[src/rtl/memory_column_pkg.sv]
// Shared constants and the burst FSM state type for the memory column
// burst controller.
package memory_column_pkg;
  localparam int COL_DATA_W = 8;
  localparam int COL_ADDR_W = 10;
  localparam int COL_LEN_W  = 4;

  typedef enum logic [1:0] {
    IDLE  = 2'd0,
    WRITE = 2'd1,
    READ  = 2'd2,
    DRAIN = 2'd3
  } burst_state_e;
endpackage

[src/rtl/memory_column_burst_ctrl_if.sv]
// Client-side bus of the burst controller: request, write-beat and
// read-beat streams. The controller uses the slave modport, the client
// the master modport.
interface memory_column_burst_ctrl_if
  import memory_column_pkg::*;
#(
  parameter int DATA_W = COL_DATA_W,
  parameter int ADDR_W = COL_ADDR_W,
  parameter int LEN_W  = COL_LEN_W
) ();
  logic              req_valid_i;
  logic              req_ready_o;
  logic              req_write_i;
  logic [ADDR_W-1:0] req_addr_i;
  logic [LEN_W-1:0]  req_len_i;
  logic              wdata_valid_i;
  logic              wdata_ready_o;
  logic [DATA_W-1:0] wdata_i;
  logic              rdata_valid_o;
  logic              rdata_ready_i;
  logic [DATA_W-1:0] rdata_o;
  logic              rdata_last_o;

  modport slave (
    input  req_valid_i, req_write_i, req_addr_i, req_len_i,
    input  wdata_valid_i, wdata_i, rdata_ready_i,
    output req_ready_o, wdata_ready_o, rdata_valid_o, rdata_o, rdata_last_o
  );

  modport master (
    output req_valid_i, req_write_i, req_addr_i, req_len_i,
    output wdata_valid_i, wdata_i, rdata_ready_i,
    input  req_ready_o, wdata_ready_o, rdata_valid_o, rdata_o, rdata_last_o
  );
endinterface

[src/rtl/memory_column_burst_ctrl_skid.sv]
// Two-entry valid/ready buffer for read beats. The producer never pushes
// into a full buffer (the controller only issues reads when there is
// room), so pushes are accepted unconditionally.
module mcb_skid_buffer #(
  parameter int W = 9
) (
  input  logic         clk_i,
  input  logic         arst_ni,
  input  logic         i_valid,
  input  logic [W-1:0] i_data,
  output logic         o_valid,
  input  logic         i_ready,
  output logic [W-1:0] o_data,
  output logic [1:0]   o_count
);
  logic [W-1:0] r_mem [2];
  logic         r_wr_ptr;
  logic         r_rd_ptr;
  logic [1:0]   r_count;
  logic         w_pop;

  assign w_pop   = o_valid & i_ready;
  assign o_valid = (r_count != 2'd0);
  assign o_data  = r_mem[r_rd_ptr];
  assign o_count = r_count;

  // Pointer and occupancy bookkeeping; contents are discarded on reset.
  always_ff @(posedge clk_i or negedge arst_ni) begin
    if (!arst_ni) begin
      r_wr_ptr <= 1'b0;
      r_rd_ptr <= 1'b0;
      r_count  <= 2'd0;
    end else begin
      if (i_valid) r_wr_ptr <= ~r_wr_ptr;
      if (w_pop)   r_rd_ptr <= ~r_rd_ptr;
      r_count <= r_count + {1'b0, i_valid} - {1'b0, w_pop};
    end
  end

  // Storage needs no reset: an entry is only visible once written.
  always_ff @(posedge clk_i) begin
    if (i_valid) r_mem[r_wr_ptr] <= i_data;
  end
endmodule

[src/rtl/memory_column_burst_ctrl.sv]
// Burst access controller in front of the 1024x8 single-port memory column.
// Writes pass straight through to the column; reads are issued only while
// the 2-entry skid buffer can absorb every outstanding beat.
// Optional: MEMORY_COLUMN_BOUNDARY_CHECK_EN rejects bursts that would run
// past the top address (err_o pulse) instead of wrapping.
module memory_column_burst_ctrl
  import memory_column_pkg::*;
#(
  parameter int DATA_W = COL_DATA_W,
  parameter int ADDR_W = COL_ADDR_W,
  parameter int LEN_W  = COL_LEN_W
) (
  input  logic                clk_i,
  input  logic                arst_ni,
  memory_column_burst_ctrl_if.slave bus,
  output logic [ADDR_W-1:0]   mem_addr_o,
  output logic [DATA_W-1:0]   mem_wdata_o,
  output logic                mem_en_o,
  input  logic [DATA_W-1:0]   mem_rdata_i,
  output logic                busy_o,
  output logic                err_o
);
  burst_state_e      r_state, w_state_next;
  logic [ADDR_W-1:0] r_addr;
  logic [LEN_W-1:0]  r_cnt;
  logic [LEN_W-1:0]  r_len;
  logic              r_inflight;
  logic              r_inflight_last;
  logic              w_hs, w_oob, w_issue, w_advance, w_room, w_last_beat;
  logic              w_buf_valid, w_buf_last;
  logic [1:0]        w_buf_count;
  logic [2:0]        w_load;

  assign w_hs        = bus.req_valid_i & (r_state == IDLE);
  assign w_last_beat = (r_cnt == r_len);

`ifdef MEMORY_COLUMN_BOUNDARY_CHECK_EN
  logic [ADDR_W:0] w_end;
  logic            r_err;
  // Carry out of start+len means the burst would cross the top address.
  assign w_end = {1'b0, bus.req_addr_i} + {{(ADDR_W+1-LEN_W){1'b0}}, bus.req_len_i};
  assign w_oob = w_end[ADDR_W];
  assign err_o = r_err;

  // Error pulse in the cycle after a rejected request handshake.
  always_ff @(posedge clk_i or negedge arst_ni) begin
    if (!arst_ni) r_err <= 1'b0;
    else          r_err <= w_hs & w_oob;
  end
`else
  assign w_oob = 1'b0;
  assign err_o = 1'b0;
`endif

  // Room check counts the beat leaving the buffer this cycle, so a steady
  // stream with the client ready sustains one beat per cycle.
  assign w_load = {1'b0, w_buf_count}
                - {2'b00, bus.rdata_valid_o & bus.rdata_ready_i}
                + {2'b00, r_inflight};
  assign w_room = (w_load < 3'd2);

  // Next-state and output decode.
  always_comb begin
    w_state_next      = r_state;
    w_issue           = 1'b0;
    mem_en_o          = 1'b0;
    mem_wdata_o       = '0;
    mem_addr_o        = r_addr;
    bus.wdata_ready_o = 1'b0;
    bus.req_ready_o   = (r_state == IDLE);
    busy_o            = (r_state != IDLE);
    case (r_state)
      IDLE: begin
        if (w_hs && !w_oob) w_state_next = bus.req_write_i ? WRITE : READ;
      end
      WRITE: begin
        bus.wdata_ready_o = 1'b1;
        mem_en_o          = bus.wdata_valid_i;
        mem_wdata_o       = bus.wdata_i;
        if (bus.wdata_valid_i && w_last_beat) w_state_next = IDLE;
      end
      READ: begin
        w_issue = w_room;
        if (w_room && w_last_beat) w_state_next = DRAIN;
      end
      DRAIN: begin
        if (!w_buf_valid && !r_inflight) w_state_next = IDLE;
      end
      default: w_state_next = IDLE;
    endcase
  end

  assign w_advance = mem_en_o | w_issue;

  // State, address/beat counters and read in-flight tracking.
  always_ff @(posedge clk_i or negedge arst_ni) begin
    if (!arst_ni) begin
      r_state         <= IDLE;
      r_addr          <= '0;
      r_cnt           <= '0;
      r_len           <= '0;
      r_inflight      <= 1'b0;
      r_inflight_last <= 1'b0;
    end else begin
      r_state         <= w_state_next;
      r_inflight      <= w_issue;
      r_inflight_last <= w_issue & w_last_beat;
      if (w_hs && !w_oob) begin
        r_addr <= bus.req_addr_i;
        r_len  <= bus.req_len_i;
        r_cnt  <= '0;
      end else if (w_advance) begin
        r_addr <= r_addr + 1'b1;
        r_cnt  <= r_cnt + 1'b1;
      end
    end
  end

  mcb_skid_buffer #(.W(DATA_W + 1)) u_skid (
    .clk_i   (clk_i),
    .arst_ni (arst_ni),
    .i_valid (r_inflight),
    .i_data  ({r_inflight_last, mem_rdata_i}),
    .o_valid (w_buf_valid),
    .i_ready (bus.rdata_ready_i),
    .o_data  ({w_buf_last, bus.rdata_o}),
    .o_count (w_buf_count)
  );

  assign bus.rdata_valid_o = w_buf_valid;
  assign bus.rdata_last_o  = w_buf_valid & w_buf_last;
endmodule

[src/flat_wrapper.sv]
// flat-port wrapper written by rule: the top's interface ports become plain ports
module memory_column_burst_ctrl_flat import memory_column_pkg::*;
#(
  parameter int DATA_W = COL_DATA_W,
  parameter int ADDR_W = COL_ADDR_W,
  parameter int LEN_W  = COL_LEN_W
)
  (clk_i, arst_ni, mem_addr_o, mem_wdata_o, mem_en_o, mem_rdata_i, busy_o, err_o, bus_req_valid_i, bus_req_write_i, bus_req_addr_i, bus_req_len_i, bus_wdata_valid_i, bus_wdata_i, bus_rdata_ready_i, bus_req_ready_o, bus_wdata_ready_o, bus_rdata_valid_o, bus_rdata_o, bus_rdata_last_o);
  memory_column_burst_ctrl_if #(.DATA_W(DATA_W), .ADDR_W(ADDR_W), .LEN_W(LEN_W)) bus_i ();
  input  logic clk_i;
  input  logic arst_ni;
  output logic [ADDR_W-1:0] mem_addr_o;
  output logic [DATA_W-1:0] mem_wdata_o;
  output logic mem_en_o;
  input  logic [DATA_W-1:0] mem_rdata_i;
  output logic busy_o;
  output logic err_o;
  input wire logic [$bits(bus_i.req_valid_i)-1:0] bus_req_valid_i;
  input wire logic [$bits(bus_i.req_write_i)-1:0] bus_req_write_i;
  input wire logic [$bits(bus_i.req_addr_i)-1:0] bus_req_addr_i;
  input wire logic [$bits(bus_i.req_len_i)-1:0] bus_req_len_i;
  input wire logic [$bits(bus_i.wdata_valid_i)-1:0] bus_wdata_valid_i;
  input wire logic [$bits(bus_i.wdata_i)-1:0] bus_wdata_i;
  input wire logic [$bits(bus_i.rdata_ready_i)-1:0] bus_rdata_ready_i;
  output wire logic [$bits(bus_i.req_ready_o)-1:0] bus_req_ready_o;
  output wire logic [$bits(bus_i.wdata_ready_o)-1:0] bus_wdata_ready_o;
  output wire logic [$bits(bus_i.rdata_valid_o)-1:0] bus_rdata_valid_o;
  output wire logic [$bits(bus_i.rdata_o)-1:0] bus_rdata_o;
  output wire logic [$bits(bus_i.rdata_last_o)-1:0] bus_rdata_last_o;
  assign bus_i.req_valid_i = bus_req_valid_i;
  assign bus_i.req_write_i = bus_req_write_i;
  assign bus_i.req_addr_i = bus_req_addr_i;
  assign bus_i.req_len_i = bus_req_len_i;
  assign bus_i.wdata_valid_i = bus_wdata_valid_i;
  assign bus_i.wdata_i = bus_wdata_i;
  assign bus_i.rdata_ready_i = bus_rdata_ready_i;
  assign bus_req_ready_o = bus_i.req_ready_o;
  assign bus_wdata_ready_o = bus_i.wdata_ready_o;
  assign bus_rdata_valid_o = bus_i.rdata_valid_o;
  assign bus_rdata_o = bus_i.rdata_o;
  assign bus_rdata_last_o = bus_i.rdata_last_o;
  memory_column_burst_ctrl #(.DATA_W(DATA_W), .ADDR_W(ADDR_W), .LEN_W(LEN_W)) u_core (.clk_i(clk_i), .arst_ni(arst_ni), .bus(bus_i), .mem_addr_o(mem_addr_o), .mem_wdata_o(mem_wdata_o), .mem_en_o(mem_en_o), .mem_rdata_i(mem_rdata_i), .busy_o(busy_o), .err_o(err_o));
endmodule
[config.mk]
export PLATFORM = sky130hd
export DESIGN_NAME = memory_column_burst_ctrl_flat
export DESIGN_NICKNAME = d
export VERILOG_FILES = /design/src/rtl/memory_column_pkg.sv /design/src/rtl/memory_column_burst_ctrl_if.sv /design/src/rtl/memory_column_burst_ctrl_skid.sv /design/src/rtl/memory_column_burst_ctrl.sv /design/src/flat_wrapper.sv
export SDC_FILE = /design/constraint.sdc
export NUM_CORES = 1
export LEC_CHECK = 0
export ABC_AREA = 1
export BUFFER_PORTS_ARGS = -buffer_cell sky130_fd_sc_hd__clkbuf_2
export CORE_AREA = 2 2 74 76
export DETAILED_ROUTE_END_ITERATION = 8
export DIE_AREA = 0 0 76 78
export PLACE_DENSITY = 0.75
export RECOVER_POWER = 100
export SLEW_MARGIN = 40
export SYNTH_ARGS = -nofsm -noshare
export SYNTH_HDL_FRONTEND = slang
export SYNTH_HIERARCHICAL = 1
export SYNTH_SLANG_ARGS = --single-unit
[constraint.sdc]
create_clock -name clk_i -period 2.2 [get_ports clk_i]
set_input_delay 0.44 -clock clk_i [delete_from_list [all_inputs] [get_ports clk_i]]
set_output_delay 0.44 -clock clk_i [all_outputs]
set_load 0.005 [all_outputs]
==> impl_metrics.py <==
metrics = {
    "clock_tree": {
        "clk_latency_ns": 0.30,
        "cts_buffers": 5,
        "clk_pin_slew_worst_paths_ns": 0.08,
        "clock_path_buffers": 2,
        "root_buffer": "clkbuf_8",
        "cts_tree": "done",
        "ctsHtreeMaxLevel": 2,
        "cts_hold_buffers": 0,
        "clock_sinks": 44,
    },
    "yosys": {
        "synthCells": 289,
        "ys_seq_elements": 44,
        "netlist_area_um2": 2360,
        "synth_cell_types": 27,
        "syn_nets": 331,
        "synth_edf_count": 18,
        "yosysWarnings": 6,
        "synth-async-reset-ratio_pct": 59.1,
        "yosysSeqAreaShare_pct": 50.4,
        "synth_ff_type": "dfrtp_1",
        "synth.avg_cell_area_um2": 8.17,
    },
    "place": {
        "post-place-ws_ns": -0.0845,
        "gp_congestion": 0.789,
        "numPortBuffers": 67,
        "dp.final_hpwl_um": 3550,
    },
    "power": {
        "seqPwrFrac_pct": 34.3,
        "p_comb_share_pct": 51.0,
        "irDropWorstVdd_mv": 0.818,
        "pwr-share-clk_pct": 14.7,
        "power.switching_w": 0.00185,
        "cellLeakagePower_nw": 1.58,
        "powerDensity_nw_per_um2": 1420,
        "p_int_w": 0.00239,
        "swShare_pct": 43.7,
    },
    "timing": {
        "setup_violations": 5,
        "period_minus_slack_ns": 2.21,
        "slew_headroom_pct": 4.96,
        "setup_ws_ns": -0.0132,
        "drv_slew": 0,
        "fmax_mhz": 452,
        "hold_violations": 0,
        "min_period_over_period_pct": 101,
        "worst_pin_slew_ns": 1.43,
        "rsz0062_at_grt": "true",
        "clock_skew_ns": 0.00905,
    },
    "drt": {
        "avgRoutedWirePerCell_um": 11.2,
        "vias": 2096,
        "detail-route-antenna-nets": 0,
        "drc": 0,
        "dr.pass1.iters": 4,
        "wl_um": 4940,
        "drt_iter0_drc": 63,
        "viasPerCell": 4.75,
    },
    "critical_path": {
        "worstPathRequired_ns": 2.42,
        "worst_path_max_delay_cell": "fa_2",
        "cp_max_fo": 7,
        "crit_path_start_kind": "flip-flop",
        "critPathMaxStageDelay_ns": 0.57,
        "critPathKind": "flip-flop to flip-flop",
        "path_cells": "inv_2 > nand2_2 > nand2_1 > inv_1 > ha_1 > inv_1 > nand2_1 > fa_2 > nand4_4 > nand3_2 > nor2_1 > a31oi_1",
        "end_kind": "flip-flop",
        "reg2reg_depth": 12,
        "crit_arrival_ns": 2.43,
    },
    "global_route": {
        "grt_pass1_vias": 1977,
        "grt_overflow": 0,
        "grtUsageTotal_pct": 17.3,
        "antenna_found_initial": 0,
        "grt_pass1_wl_um": 8380,
        "grt_max_degree": 27,
    },
    "finish": {
        "fillers": 448,
        "drive_above_1_share_pct": 28.3,
        "antennaDiodeCount": 0,
        "synthToLayoutAreaGrowth_pct": 26.0,
        "final_core_util_pct": 59.0,
        "nets": 412,
    },
    "hold_path": {
        "hold_path_class": "input pin to flip-flop",
        "hold_depth": 1,
    },
    "run_status": {
        "violations": "negative setup slack",
        "outcome": "finished with violations",
    },
    "floorplanning": {
        "die_w_um": 76,
        "ioPinCount": 69,
        "start_util_pct": 46.8,
        "core.rowCount": 26,
        "die_h_um": 78,
        "core_um2": 5040,
        "dieArea_um2": 5930,
    },
    "run": {
        "maxCapViolations": 0,
    },
}
==> synthesized netlist by cell type (2+ instances only) <==
cell type  count  area (µm²)
edfxtp_1      18         541
ha_1           5        62.6
inv_2          4        15.0
nor3_1         2        10.0
buf_4          2        15.0
dfrtp_1       26         651
nor2_1        28         105
or2_2          5        31.3
nand4_1        3        18.8
xor2_1         3        26.3
buf_6          2        22.5
nand2_2        4        25.0
nand2_1       95         357
o21ai_1        4        20.0
a31oi_1        5        31.3
a21oi_1        4        20.0
o21ai_0        9        45.0
nor2_4         3        33.8
inv_1         43         161
nand3_1       17        85.1
==> critical path, delay by kind of cell (launching register included) <==
| kind | cells | cell delay, ns |
|---|---|---|
| compound gates | 1 | 0.15 |
| fa+ha+maj | 2 | 0.83 |
| buf+inv | 3 | 0.16 |
| flops | 1 | 0.39 |
| simple gates | 6 | 0.61 |
==> per-layer routing <==
layer,vias up,global-route usage [%],wire (µm)
met2,53,32.1,2480
met5,-,0,0
met1,967,20.5,2190
li1,1073,-,-
met4,0,4.55,34
met3,3,3.37,231
==> power groups by stage <==
stage	Clock [W]	Sequential [W]	Combinational [W]
3_3_place_gp	0	0.00145	0.00186
4_1_cts	0.000640	0.00145	0.00198
3_5_place_dp	0	0.00147	0.00193
6_report	0.000624	0.00145	0.00216
5_1_grt	0.000661	0.00150	0.00247
2_1_floorplan	0	0.00140	0.00139
==> registers in the layout, summed over array words and instances, names as in the netlist <==
signal                  flops
u_core/r_inflight           1
u_core/u_skid/r_wr_ptr      1
u_core/r_len                4
u_core/r_cnt                4
u_core/u_skid/r_mem        18
u_core/mem_addr_o          10
u_core/u_skid/o_count       2
u_core/r_state              2
u_core/u_skid/r_rd_ptr      1
u_core/r_inflight_last      1
==> through the flow <==
step | hold WS, ns | TNS [ns] | cell area (µm²) | std cells | power [W]
floorplan | 0.144 | 0 | 2360 | 289 | 0.00279
global placement | 0.428 | -0.0826 | 2780 | 426 | 0.00332
detailed placement | 0.437 | -0.260 | 2780 | 426 | 0.00340
CTS | 0.169 | -0.0168 | 2910 | 435 | 0.00406
global route | 0.326 | -1.52 | 2980 | 441 | 0.00463
finish | 0.331 | -0.0429 | 2980 | 441 | 0.00424
==> logic make-up (layout without fill, tap and decap cells) <==
logic type,Yosys count,after routing,synth area share [%]
compound gates,23,23,5.24
xor+xnor,3,3,1.11
fa+ha+maj,6,6,3.50
buf+inv,52,131,9.27
flops,44,44,50.4
other cells,1,1,0.159
simple gates,160,163,30.3
==> timing repair <==
| action | in CTS | in global routing |
|---|---|---|
| pin swaps | 0 | 7 |
| endpoints found under the setup margin | 5 | 16 |
| cloned | 1 | 2 |
| buffers inserted | 0 | 4 |
| resized for setup | 1 | 13 |
==> cells in the final DEF, fill, tap and decap left out, types with 4 or more instances in the layout <==
cell type,instances
clkbuf_8,5
nand3_1,16
ha_1,5
inv_2,6
o21ai_1,4
o21ai_0,7
edfxtp_1,18
a31oi_1,5
nand2_2,4
nand2_1,94
or2_2,5
clkbuf_2,58
inv_1,41
dfrtp_1,26
buf_4,8
a21oi_1,4
clkbuf_1,10
nor2_1,26
==> final cells by class <==
type | count | area, µm² | area share (%)
flip-flops and latches | 44 | 1190 | 40.0
well taps | 70 | 87.6 | 2.94
multi-input cells | 196 | 1020 | 34.2
clock buffers | 5 | 68.8 | 2.31
repair buffers | 76 | 388 | 13.0
clock inverters | 3 | 46.3 | 1.56
inverters | 47 | 176 | 5.93
==> final timing paths <==
check | start | end | slack, ns
worst max-delay path | u_core/u_skid/o_count[0]$_DFF_PN0_ | u_core/mem_addr_o[6]$_DFFE_PN0P_ | -0.01
worst min-delay path | mem_rdata_i[0] | u_core/u_skid/r_mem[1][0]$_DFFE_PP_ | 0.33
worst max register to register | u_core/u_skid/o_count[0]$_DFF_PN0_ | u_core/mem_addr_o[6]$_DFFE_PN0P_ | -0.01
worst min register to register | u_core/r_inflight_last$_DFF_PN0_ | u_core/u_skid/r_mem[1][8]$_DFFE_PP_ | 0.46
max in group asynchronous | arst_ni | u_core/r_inflight$_DFF_PN0_ | 0.91
min in group asynchronous | arst_ni | u_core/mem_addr_o[0]$_DFFE_PN0P_ | 0.45
(Power assumes the default switching activity.)
